$ cat src/rtl/legv8_control_unit.sv
`default_nettype none
// ============================================================================
//  Module      : legv8_control_unit
//  Description : Multi-cycle control sequencer for the LEGv8 datapath.
//                Fetches instructions over a req/ack handshake, decodes a
//                fixed subset (R-type ALU ops, ADDI/SUBI, LDUR/STUR, CBZ,
//                B.cond, B) and drives a 25-bit ControlWord plus a 64-bit
//                constant every cycle. Owns the PC and the {V,C,N,Z} flags.
//  Revision    : 1.0 - initial release
// ----------------------------------------------------------------------------
//  Ports
//    clock        in   1   system clock, rising edge
//    reset        in   1   asynchronous, active-low reset
//    instruction  in  32   instruction word from instruction memory
//    imem_ack     in   1   instruction valid, sampled only in FETCH
//    status       in   4   datapath ALU status {V,C,N,Z}
//    imem_req     out  1   fetch request
//    pc           out 64   current instruction address
//    ControlWord  out 25   {SA,SB,DA,RegWrite,FS,Bsel,MemWrite,EN_Mem,EN_ALU}
//    constant     out 64   extended immediate
//    flags        out  4   latched {V,C,N,Z}
//    halted       out  1   unsupported opcode seen
// ============================================================================
module legv8_control_unit #(
    parameter logic [63:0] RESET_PC = 64'h0
) (
    input  logic        clock,
    input  logic        reset,
    input  logic [31:0] instruction,
    input  logic        imem_ack,
    input  logic [3:0]  status,
    output logic        imem_req,
    output logic [63:0] pc,
    output logic [24:0] ControlWord,
    output logic [63:0] constant,
    output logic [3:0]  flags,
    output logic        halted
);

    typedef enum logic [2:0] {
        S_FETCH  = 3'd0,
        S_DECODE = 3'd1,
        S_EXEC   = 3'd2,
        S_MEM    = 3'd3,
        S_HALT   = 3'd4
    } state_t;

    localparam logic [10:0] C_OP_ADD   = 11'b10001011000;
    localparam logic [10:0] C_OP_SUB   = 11'b11001011000;
    localparam logic [10:0] C_OP_AND   = 11'b10001010000;
    localparam logic [10:0] C_OP_ORR   = 11'b10101010000;
    localparam logic [10:0] C_OP_ADDS  = 11'b10101011000;
    localparam logic [10:0] C_OP_SUBS  = 11'b11101011000;
    localparam logic [10:0] C_OP_LDUR  = 11'b11111000010;
    localparam logic [10:0] C_OP_STUR  = 11'b11111000000;
    localparam logic [9:0]  C_OP_ADDI  = 10'b1001000100;
    localparam logic [9:0]  C_OP_SUBI  = 10'b1101000100;
    localparam logic [7:0]  C_OP_CBZ   = 8'b10110100;
    localparam logic [7:0]  C_OP_BCOND = 8'b01010100;
    localparam logic [5:0]  C_OP_B     = 6'b000101;

    localparam logic [4:0]  C_FS_ADD   = 5'b01000;
    localparam logic [4:0]  C_FS_SUB   = 5'b01011;
    localparam logic [4:0]  C_FS_AND   = 5'b00000;
    localparam logic [4:0]  C_FS_ORR   = 5'b00100;

    state_t      r_state;
    state_t      w_next_state;
    logic [63:0] r_pc;
    logic [63:0] w_next_pc;
    logic [31:0] r_ir;
    logic [3:0]  r_flags;
    logic        w_flag_we;

    // ------------------------------------------------------------------
    // Instruction field extraction and classification
    // ------------------------------------------------------------------
    logic [10:0] w_op11;
    logic [9:0]  w_op10;
    logic [7:0]  w_op8;
    logic [5:0]  w_op6;
    logic [4:0]  w_rd;
    logic [4:0]  w_rn;
    logic [4:0]  w_rm;
    logic [63:0] w_i_imm;
    logic [63:0] w_d_imm;
    logic [63:0] w_cond_off;
    logic [63:0] w_b_off;
    logic        w_is_rtype;
    logic        w_is_itype;
    logic        w_is_ldur;
    logic        w_is_stur;
    logic        w_is_cbz;
    logic        w_is_bcond;
    logic        w_is_b;
    logic        w_is_setflags;
    logic        w_supported;
    logic        w_cond_taken;
    logic [4:0]  w_alu_fs;

    assign w_op11 = r_ir[31:21];
    assign w_op10 = r_ir[31:22];
    assign w_op8  = r_ir[31:24];
    assign w_op6  = r_ir[31:26];
    assign w_rd   = r_ir[4:0];
    assign w_rn   = r_ir[9:5];
    assign w_rm   = r_ir[20:16];

    assign w_i_imm    = {52'd0, r_ir[21:10]};
    assign w_d_imm    = {{55{r_ir[20]}}, r_ir[20:12]};
    // Branch offsets are word counts; shift left by two for byte addresses.
    assign w_cond_off = {{43{r_ir[23]}}, r_ir[23:5], 2'b00};
    assign w_b_off    = {{36{r_ir[25]}}, r_ir[25:0], 2'b00};

    assign w_is_rtype = (w_op11 == C_OP_ADD)  || (w_op11 == C_OP_SUB)  ||
                        (w_op11 == C_OP_AND)  || (w_op11 == C_OP_ORR)  ||
                        (w_op11 == C_OP_ADDS) || (w_op11 == C_OP_SUBS);
    assign w_is_itype = (w_op10 == C_OP_ADDI) || (w_op10 == C_OP_SUBI);
    assign w_is_ldur  = (w_op11 == C_OP_LDUR);
    assign w_is_stur  = (w_op11 == C_OP_STUR);
    assign w_is_cbz   = (w_op8  == C_OP_CBZ);
    assign w_is_bcond = (w_op8  == C_OP_BCOND);
    assign w_is_b     = (w_op6  == C_OP_B);

    assign w_is_setflags = (w_op11 == C_OP_ADDS) || (w_op11 == C_OP_SUBS);
    assign w_supported   = w_is_rtype || w_is_itype || w_is_ldur || w_is_stur ||
                           w_is_cbz   || w_is_bcond || w_is_b;

    // ALU function for the arithmetic/logic instruction groups
    always_comb begin
        w_alu_fs = C_FS_ADD;
        if (w_is_itype) begin
            w_alu_fs = (w_op10 == C_OP_SUBI) ? C_FS_SUB : C_FS_ADD;
        end else begin
            case (w_op11)
                C_OP_SUB, C_OP_SUBS: w_alu_fs = C_FS_SUB;
                C_OP_AND:            w_alu_fs = C_FS_AND;
                C_OP_ORR:            w_alu_fs = C_FS_ORR;
                default:             w_alu_fs = C_FS_ADD;
            endcase
        end
    end

    // Conditional-branch test against the latched flags {V,C,N,Z}
    always_comb begin
        case (r_ir[3:0])
            4'b0000: w_cond_taken = r_flags[0];
            4'b0001: w_cond_taken = ~r_flags[0];
            4'b1010: w_cond_taken = (r_flags[1] == r_flags[3]);
            4'b1011: w_cond_taken = (r_flags[1] != r_flags[3]);
            4'b1110: w_cond_taken = 1'b1;
            default: w_cond_taken = 1'b0;
        endcase
    end

    // ------------------------------------------------------------------
    // Next-state and Moore output decode
    // ------------------------------------------------------------------
    logic [4:0]  w_sa;
    logic [4:0]  w_sb;
    logic [4:0]  w_da;
    logic        w_regwrite;
    logic [4:0]  w_fs;
    logic        w_bsel;
    logic        w_memwrite;
    logic        w_en_mem;
    logic        w_en_alu;
    logic [63:0] w_constant;
    logic        w_req;
    logic [24:0] w_cw;

    always_comb begin
        w_next_state = r_state;
        w_next_pc    = r_pc;
        w_flag_we    = 1'b0;
        w_sa         = 5'd0;
        w_sb         = 5'd0;
        w_da         = 5'd0;
        w_regwrite   = 1'b0;
        w_fs         = 5'd0;
        w_bsel       = 1'b0;
        w_memwrite   = 1'b0;
        w_en_mem     = 1'b0;
        w_en_alu     = 1'b0;
        w_constant   = 64'd0;
        w_req        = 1'b0;

        case (r_state)
            S_FETCH: begin
                w_req = 1'b1;
                if (imem_ack) begin
                    w_next_state = S_DECODE;
                end
            end

            S_DECODE: begin
                w_next_state = w_supported ? S_EXEC : S_HALT;
            end

            S_EXEC: begin
                w_next_state = S_FETCH;
                w_next_pc    = r_pc + 64'd4;
                if (w_is_rtype || w_is_itype) begin
                    w_sa       = w_rn;
                    w_sb       = w_rm;
                    w_da       = w_rd;
                    w_regwrite = 1'b1;
                    w_en_alu   = 1'b1;
                    w_fs       = w_alu_fs;
                    w_bsel     = w_is_itype;
                    w_constant = w_is_itype ? w_i_imm : 64'd0;
                    w_flag_we  = w_is_setflags;
                end else if (w_is_ldur) begin
                    // Address phase only; the load writes back in MEM.
                    w_sa         = w_rn;
                    w_bsel       = 1'b1;
                    w_fs         = C_FS_ADD;
                    w_constant   = w_d_imm;
                    w_next_pc    = r_pc;
                    w_next_state = S_MEM;
                end else if (w_is_stur) begin
                    w_sa       = w_rn;
                    w_sb       = w_rd;
                    w_bsel     = 1'b1;
                    w_fs       = C_FS_ADD;
                    w_constant = w_d_imm;
                    w_memwrite = 1'b1;
                end else if (w_is_cbz) begin
                    // Rt + XZR through the ALU so Z reflects Rt == 0.
                    w_sa = 5'd31;
                    w_sb = w_rd;
                    w_fs = C_FS_ADD;
                    if (status[0]) begin
                        w_next_pc = r_pc + w_cond_off;
                    end
                end else if (w_is_bcond) begin
                    if (w_cond_taken) begin
                        w_next_pc = r_pc + w_cond_off;
                    end
                end else if (w_is_b) begin
                    w_next_pc = r_pc + w_b_off;
                end else begin
                    // Unreachable: DECODE filters unsupported opcodes.
                    w_next_pc    = r_pc;
                    w_next_state = S_HALT;
                end
            end

            S_MEM: begin
                w_sa         = w_rn;
                w_bsel       = 1'b1;
                w_fs         = C_FS_ADD;
                w_constant   = w_d_imm;
                w_da         = w_rd;
                w_regwrite   = 1'b1;
                w_en_mem     = 1'b1;
                w_next_pc    = r_pc + 64'd4;
                w_next_state = S_FETCH;
            end

            S_HALT: begin
                w_next_state = S_HALT;
            end

            default: begin
                w_next_state = S_FETCH;
            end
        endcase
    end

    assign w_cw = {w_sa, w_sb, w_da, w_regwrite, w_fs,
                   w_bsel, w_memwrite, w_en_mem, w_en_alu};

    // ------------------------------------------------------------------
    // State, PC, IR and flag registers
    // ------------------------------------------------------------------
    always_ff @(posedge clock or negedge reset) begin
        if (!reset) begin
            r_state <= S_FETCH;
            r_pc    <= RESET_PC;
            r_ir    <= 32'd0;
            r_flags <= 4'd0;
        end else begin
            r_state <= w_next_state;
            r_pc    <= w_next_pc;
            if ((r_state == S_FETCH) && imem_ack) begin
                r_ir <= instruction;
            end
            if (w_flag_we) begin
                r_flags <= status;
            end
        end
    end

    // Outputs are forced quiet while reset is held, independent of the clock.
    assign imem_req    = w_req & reset;
    assign ControlWord = reset ? w_cw : 25'd0;
    assign constant    = reset ? w_constant : 64'd0;
    assign pc          = r_pc;
    assign flags       = r_flags;
    assign halted      = (r_state == S_HALT);

endmodule
`default_nettype wire

$ cat config.mk
export PLATFORM = sky130hd
export DESIGN_NAME = legv8_control_unit
export DESIGN_NICKNAME = d
export VERILOG_FILES = /design/src/rtl/legv8_control_unit.sv
export SDC_FILE = /design/constraint.sdc
export NUM_CORES = 1
export LEC_CHECK = 0
export BUFFER_PORTS_ARGS = -buffer_cell sky130_fd_sc_hd__buf_2
export CORE_MARGIN = 3
export CORE_UTILIZATION = 38
export CTS_CLUSTER_SIZE = 8
export DETAILED_ROUTE_END_ITERATION = 8
export GPL_TIMING_DRIVEN = 0
export PLACE_DENSITY = 0.68
export SLEW_MARGIN = 40
export SYNTH_ARGS = -nofsm -noshare
export SYNTH_HDL_FRONTEND = slang
export SYNTH_SLANG_ARGS = --single-unit
$ cat constraint.sdc
create_clock -name clock -period 11.5 [get_ports clock]
set_clock_uncertainty 0.15 [all_clocks]
set_input_delay 2.3 -clock clock [delete_from_list [all_inputs] [get_ports clock]]
set_output_delay 2.3 -clock clock [all_outputs]
set_load 0.05 [all_outputs]
-- Word level (Yosys, flattened, before mapping)
Index checks and enable logic that the tools add are counted.
- bits in registers: 103
- output and inout bits: 159
- $add $sub $neg: 3
- equality and inequality tests: 26
- muxes and demuxes: 60
- bitwise logic cells: 2
- reduce and logical (&&, ||, !) cells: 19
- operators by type and width (cell ; count):
    $mux 64 ; 12
    $pmux 64 s2 ; 2
    $add 64x64->64 ; 2
    $eq 11x11->1 const B ; 8
    $add 64x3->64 const B ; 1
    $mux 5 ; 12
    $pmux 5 s2 ; 3
    $mux 25 ; 1
    $mux 3 ; 8
    $eq 10x10->1 const B ; 2
    $logic_or 1x1->1 ; 13
    $eq 4x4->1 const B ; 3
    $mux 1 ; 12
    $mux 12 ; 1
    $mux 4 ; 3
    $pmux 3 s4 ; 1
    $pmux 4 s3 ; 1
    $eq 8x7->1 const B ; 1
    $eq 8x8->1 const B ; 1
    $eq 3x2->1 const B ; 2
    $eq 6x3->1 const B ; 1
    $ne 6x6->1 const B ; 1
    $pmux 1 s5 ; 1
    $eq 4x1->1 const B ; 1
    other kinds (16) ; 17

-- Logic depth before layout (Yosys ltp)
- word-level depth: 14
- gate-level depth with buffers: 13
- depth with buffers taken out: 12

-- Least setup slack after synthesis
No wires, ideal clock.
- path kind: input -> output
- start point: in reset
- end point: out constant[13]
- arrival time: 9.067 ns
- setup slack: -0.017 ns
- cell stages on the path: 5
- buffers on the path: 3
- path through: clkbuf_1 -> nand2_1 -> clkbuf_1 -> nor4b_1 -> buf_4
- word-level cells in the longest chain between the ends: 1
- RTL lines (what ; RTL line ; source):
    start, declared ; 28 ; input logic reset,
    $mux 64 ; 298 ; assign constant = reset ? w_constant : 64'd0;
    end, declared ; 35 ; output logic [63:0] constant,
No other way between the ends.

-- Worst setup path in the final report
- start point: in reset
- end point: out constant[35]
The elaborated chain is that of the path after synthesis.

==> impl_results.md <==
- Num CTS Buffers: 9
- Commonest cells after routing, fill and taps aside: 213 x a21oi_1, 202 x buf_2, 191 x nand2_1, 152 x nor2_1, 139 x o21ai_0
- Buf/Inv on CP: 9
- Worst r2r src: r_ir[23]
- Port Buf Inserts: 193
- Status: finished, final reports clean
- Worst Hold Slack: 0.3699 ns
- Rows: 70
- Starting DRT DRC Count: 1703
- N_diodes: 0
- Highest net fanout along the worst path: 53
- Async SR Flop Fraction: 100.0%
- Clk root buf: clkbuf_16
- Final worst path period share: 65.86%
- Post-CTS Resized: 0
- RSZ-0062 raised after global routing: no
- Max rail drop VDD: 0.0001383 V
- Routed wire per std cell: 21.82 um
- Pwr per Cell Area: 288.8 nW/um^2
- Switching Fraction: 58.43%
- Placed cell area: 15960 um^2
- Die width: 199.6 um
- Antenna Nets Post-Route: 0
- CP Capture Type: output port
- WL final: 57100 um
- Core outline area: 36790 um^2
- Startpoint Class: primary input
- Syn Area/Cell: 7.376 um^2
- Max-cap violations: 0
- Count of final hold-check violations: 0
- Rel. slew slack: 43.87%
- HP Class: reg2reg
- CP Data Required Time: 9.05 ns
- CP dominant cell by count: buf_4
- CP Cell Sequence: buf_8 > buf_16 > clkbuf_1 > nand2_1 > clkbuf_1 > nor4b_4 > buf_4 > buf_4 > buf_4 > buf_4 > buf_2
- Unique cell type count in the Yosys netlist: 92
- Post-synth EDFFs: 0
- FF-to-FF setup slack: 6.65 ns
- Core Util, Final: 44.22%
- Ys Warns: 0
- Crit-path leading delay family: buffers and inverters
- Post-synthesis cell count: 1931
- CP peak stage delay: 0.34 ns
- Starting Density: 38.72%
- CTS tree: yes
- Clock-pin slew on the worst setup and hold paths: 0.09 ns
- H-tree depth: 3
- Commonest non-fill, non-tap cell in the layout: a21oi_1
- Sequential share of the synthesized area: 17.74%
- Post-synth top flop: dfrtp_1
- Synth Register Bits: 101
- Clk pwr share: 7.0%
- Avg Vias per Cell: 6.261
- CTS Hold Bufs: 0
- Post-Place Setup Slack: 3.902 ns
- Gr usage total: 27.67%
- P_leak: 7.214 nW
- Max Slew Vio Count: 0
- Internal: 1.952 mW
- Crit path kind: in2out
- Setup repair bufs after CTS: 0
- Vias after detailed routing: 16386
- Skew-Pair Late Insertion Delay: 0.37 ns
- Chip height: 199.6 um
- First-pass GRT wire length: 87040 um
- Arr. time, crit path: 5.12 ns
- Layout area overhead: 14.20%
- Grt ovf: 0
- Final setup viols: 0
- Initial antenna violation count: 0
- Worst Setup SP: reset
- DR pass1 iterations: 6
- Final worst setup slack: 3.927 ns
- Fmax: 132.0 MHz
- Cell area after layout: 16270 um^2
- Psw: 2.745 mW
- Synthesized area: 14240 um^2
- DRC Markers: 0
- Slowest cell on crit path: buf_8
- Clk sinks: 101
- RePlAce Congestion: 1.015
- Setup tns final: 0 ns
- Min-delay src: flags[2]
- # IOs: 198
- Largest net degree at the start of global routing: 54
- Dpl hpwl: 44960 um
- Bufs on Longest Clock Path: 2
- Die area: 39840 um^2
- Share of layout cells above drive strength 1: 17.26%
- Worst-Margin Slew: 0.8343 ns
- Number of fill cells: 3795
- Min Tclk post-route: 7.573 ns
- Logic pwr share: 76.4%
- Layout Nets: 2307
- Vias in the first global route: 15159
- Flop pwr share: 16.6%
==> path summary, 6_finish.rpt <==
kind | endpoint | cells past startpoint
worst max-delay path | constant[35] | 11
worst min-delay path | flags[2] | 1
worst max register to register | pc[63] | 12
worst min register to register | flags[2] | 1
max in group asynchronous | r_ir[23] | 2
min in group asynchronous | r_ir[9] | 1
==> power groups by stage <==
stage	clock network (mW)	logic [mW]	registers, mW
after detailed placement	0	3.49	0.782
final	0.327	3.59	0.781
after global routing	0.341	3.92	0.799
after CTS	0.330	3.52	0.774
after global placement	0	3.41	0.786
after floorplan	0	2.48	0.813
==> registers in the layout (all words and copies together) (netlist names) <==
| name | flops |
|---|---|
| pc | 62 |
| r_ir | 32 |
| flags | 4 |
| r_state | 3 |
==> Yosys cell counts, drive strengths merged, types with 43 or more instances <==
library cell	instances	area [um^2]
ha	122	1526
a21o	69	519.3
a21oi	217	1097
xor2	43	376.6
xnor2	78	683.2
nand4	50	312.8
dfrtp	101	2527
o21ai	149	745.7
buf	69	478.0
clkbuf	85	319.1
nand2	193	729.5
nor2	157	601.8
nand3	66	330.3
==> logic make-up (layout without fill, tap and decap cells) <==
logic type | after synthesis | after routing | share of synthesized area [%]
XOR/XNOR | 121 | 121 | 7.440
AO/OA/AOI/OAI | 701 | 701 | 31.80
flip-flops | 101 | 101 | 17.74
adder cells (fa/ha/maj) | 124 | 124 | 11.00
AND/OR/NAND/NOR | 652 | 652 | 22.39
multiplexers | 38 | 38 | 2.978
other | 1 | 3 | 0.02633
buffers and inverters | 193 | 409 | 6.623
==> stage by stage <==
stage          total power [mW]  instances
2_1_floorplan             3.295       1933
3_3_place_gp              4.195       2594
3_5_place_dp              4.276       2601
4_1_cts                   4.620       2617
5_1_grt                   5.058       2617
6_report                  4.697       2617
==> worst reg2reg max path, stage by stage (launching register included) <==
cell and delay, ns:
dfrtp_4 0.81, ha_1 0.44, buf_1 0.27, nand2_1 0.11, o21ai_0 0.14, a221oi_1 0.53
o211ai_1 0.45, o31ai_2 0.77, a21oi_2 0.16, o21ai_0 0.43, o31a_1 0.22, xnor2_1 0.13
o211ai_1 0.10
==> layer usage <==
| metal | vias to the layer above | track usage, % | routed length, um |
|---|---|---|---|
| met5 | - | 0 | 0 |
| met4 | 0 | 10.36 | 2433 |
| met3 | 133 | 5.699 | 5268 |
| met2 | 883 | 44.82 | 25380 |
| met1 | 7734 | 36.40 | 24020 |
| li1 | 7636 | - | - |
==> cell type report <==
type / instances / area [um^2] / share of cell area, %
Clock inverter: 7 / 77.57 / 0.4769
Tap cell: 468 / 585.6 / 3.600
Multi-Input combinational cell: 1639 / 10830 / 66.58
Buffer: 154 / 797.0 / 4.900
Inverter: 39 / 146.4 / 0.8999
Sequential cell: 101 / 2532 / 15.57
Clock buffer: 9 / 225.2 / 1.385
Timing Repair Buffer: 200 / 1072 / 6.592
(Power assumes the default switching activity.)
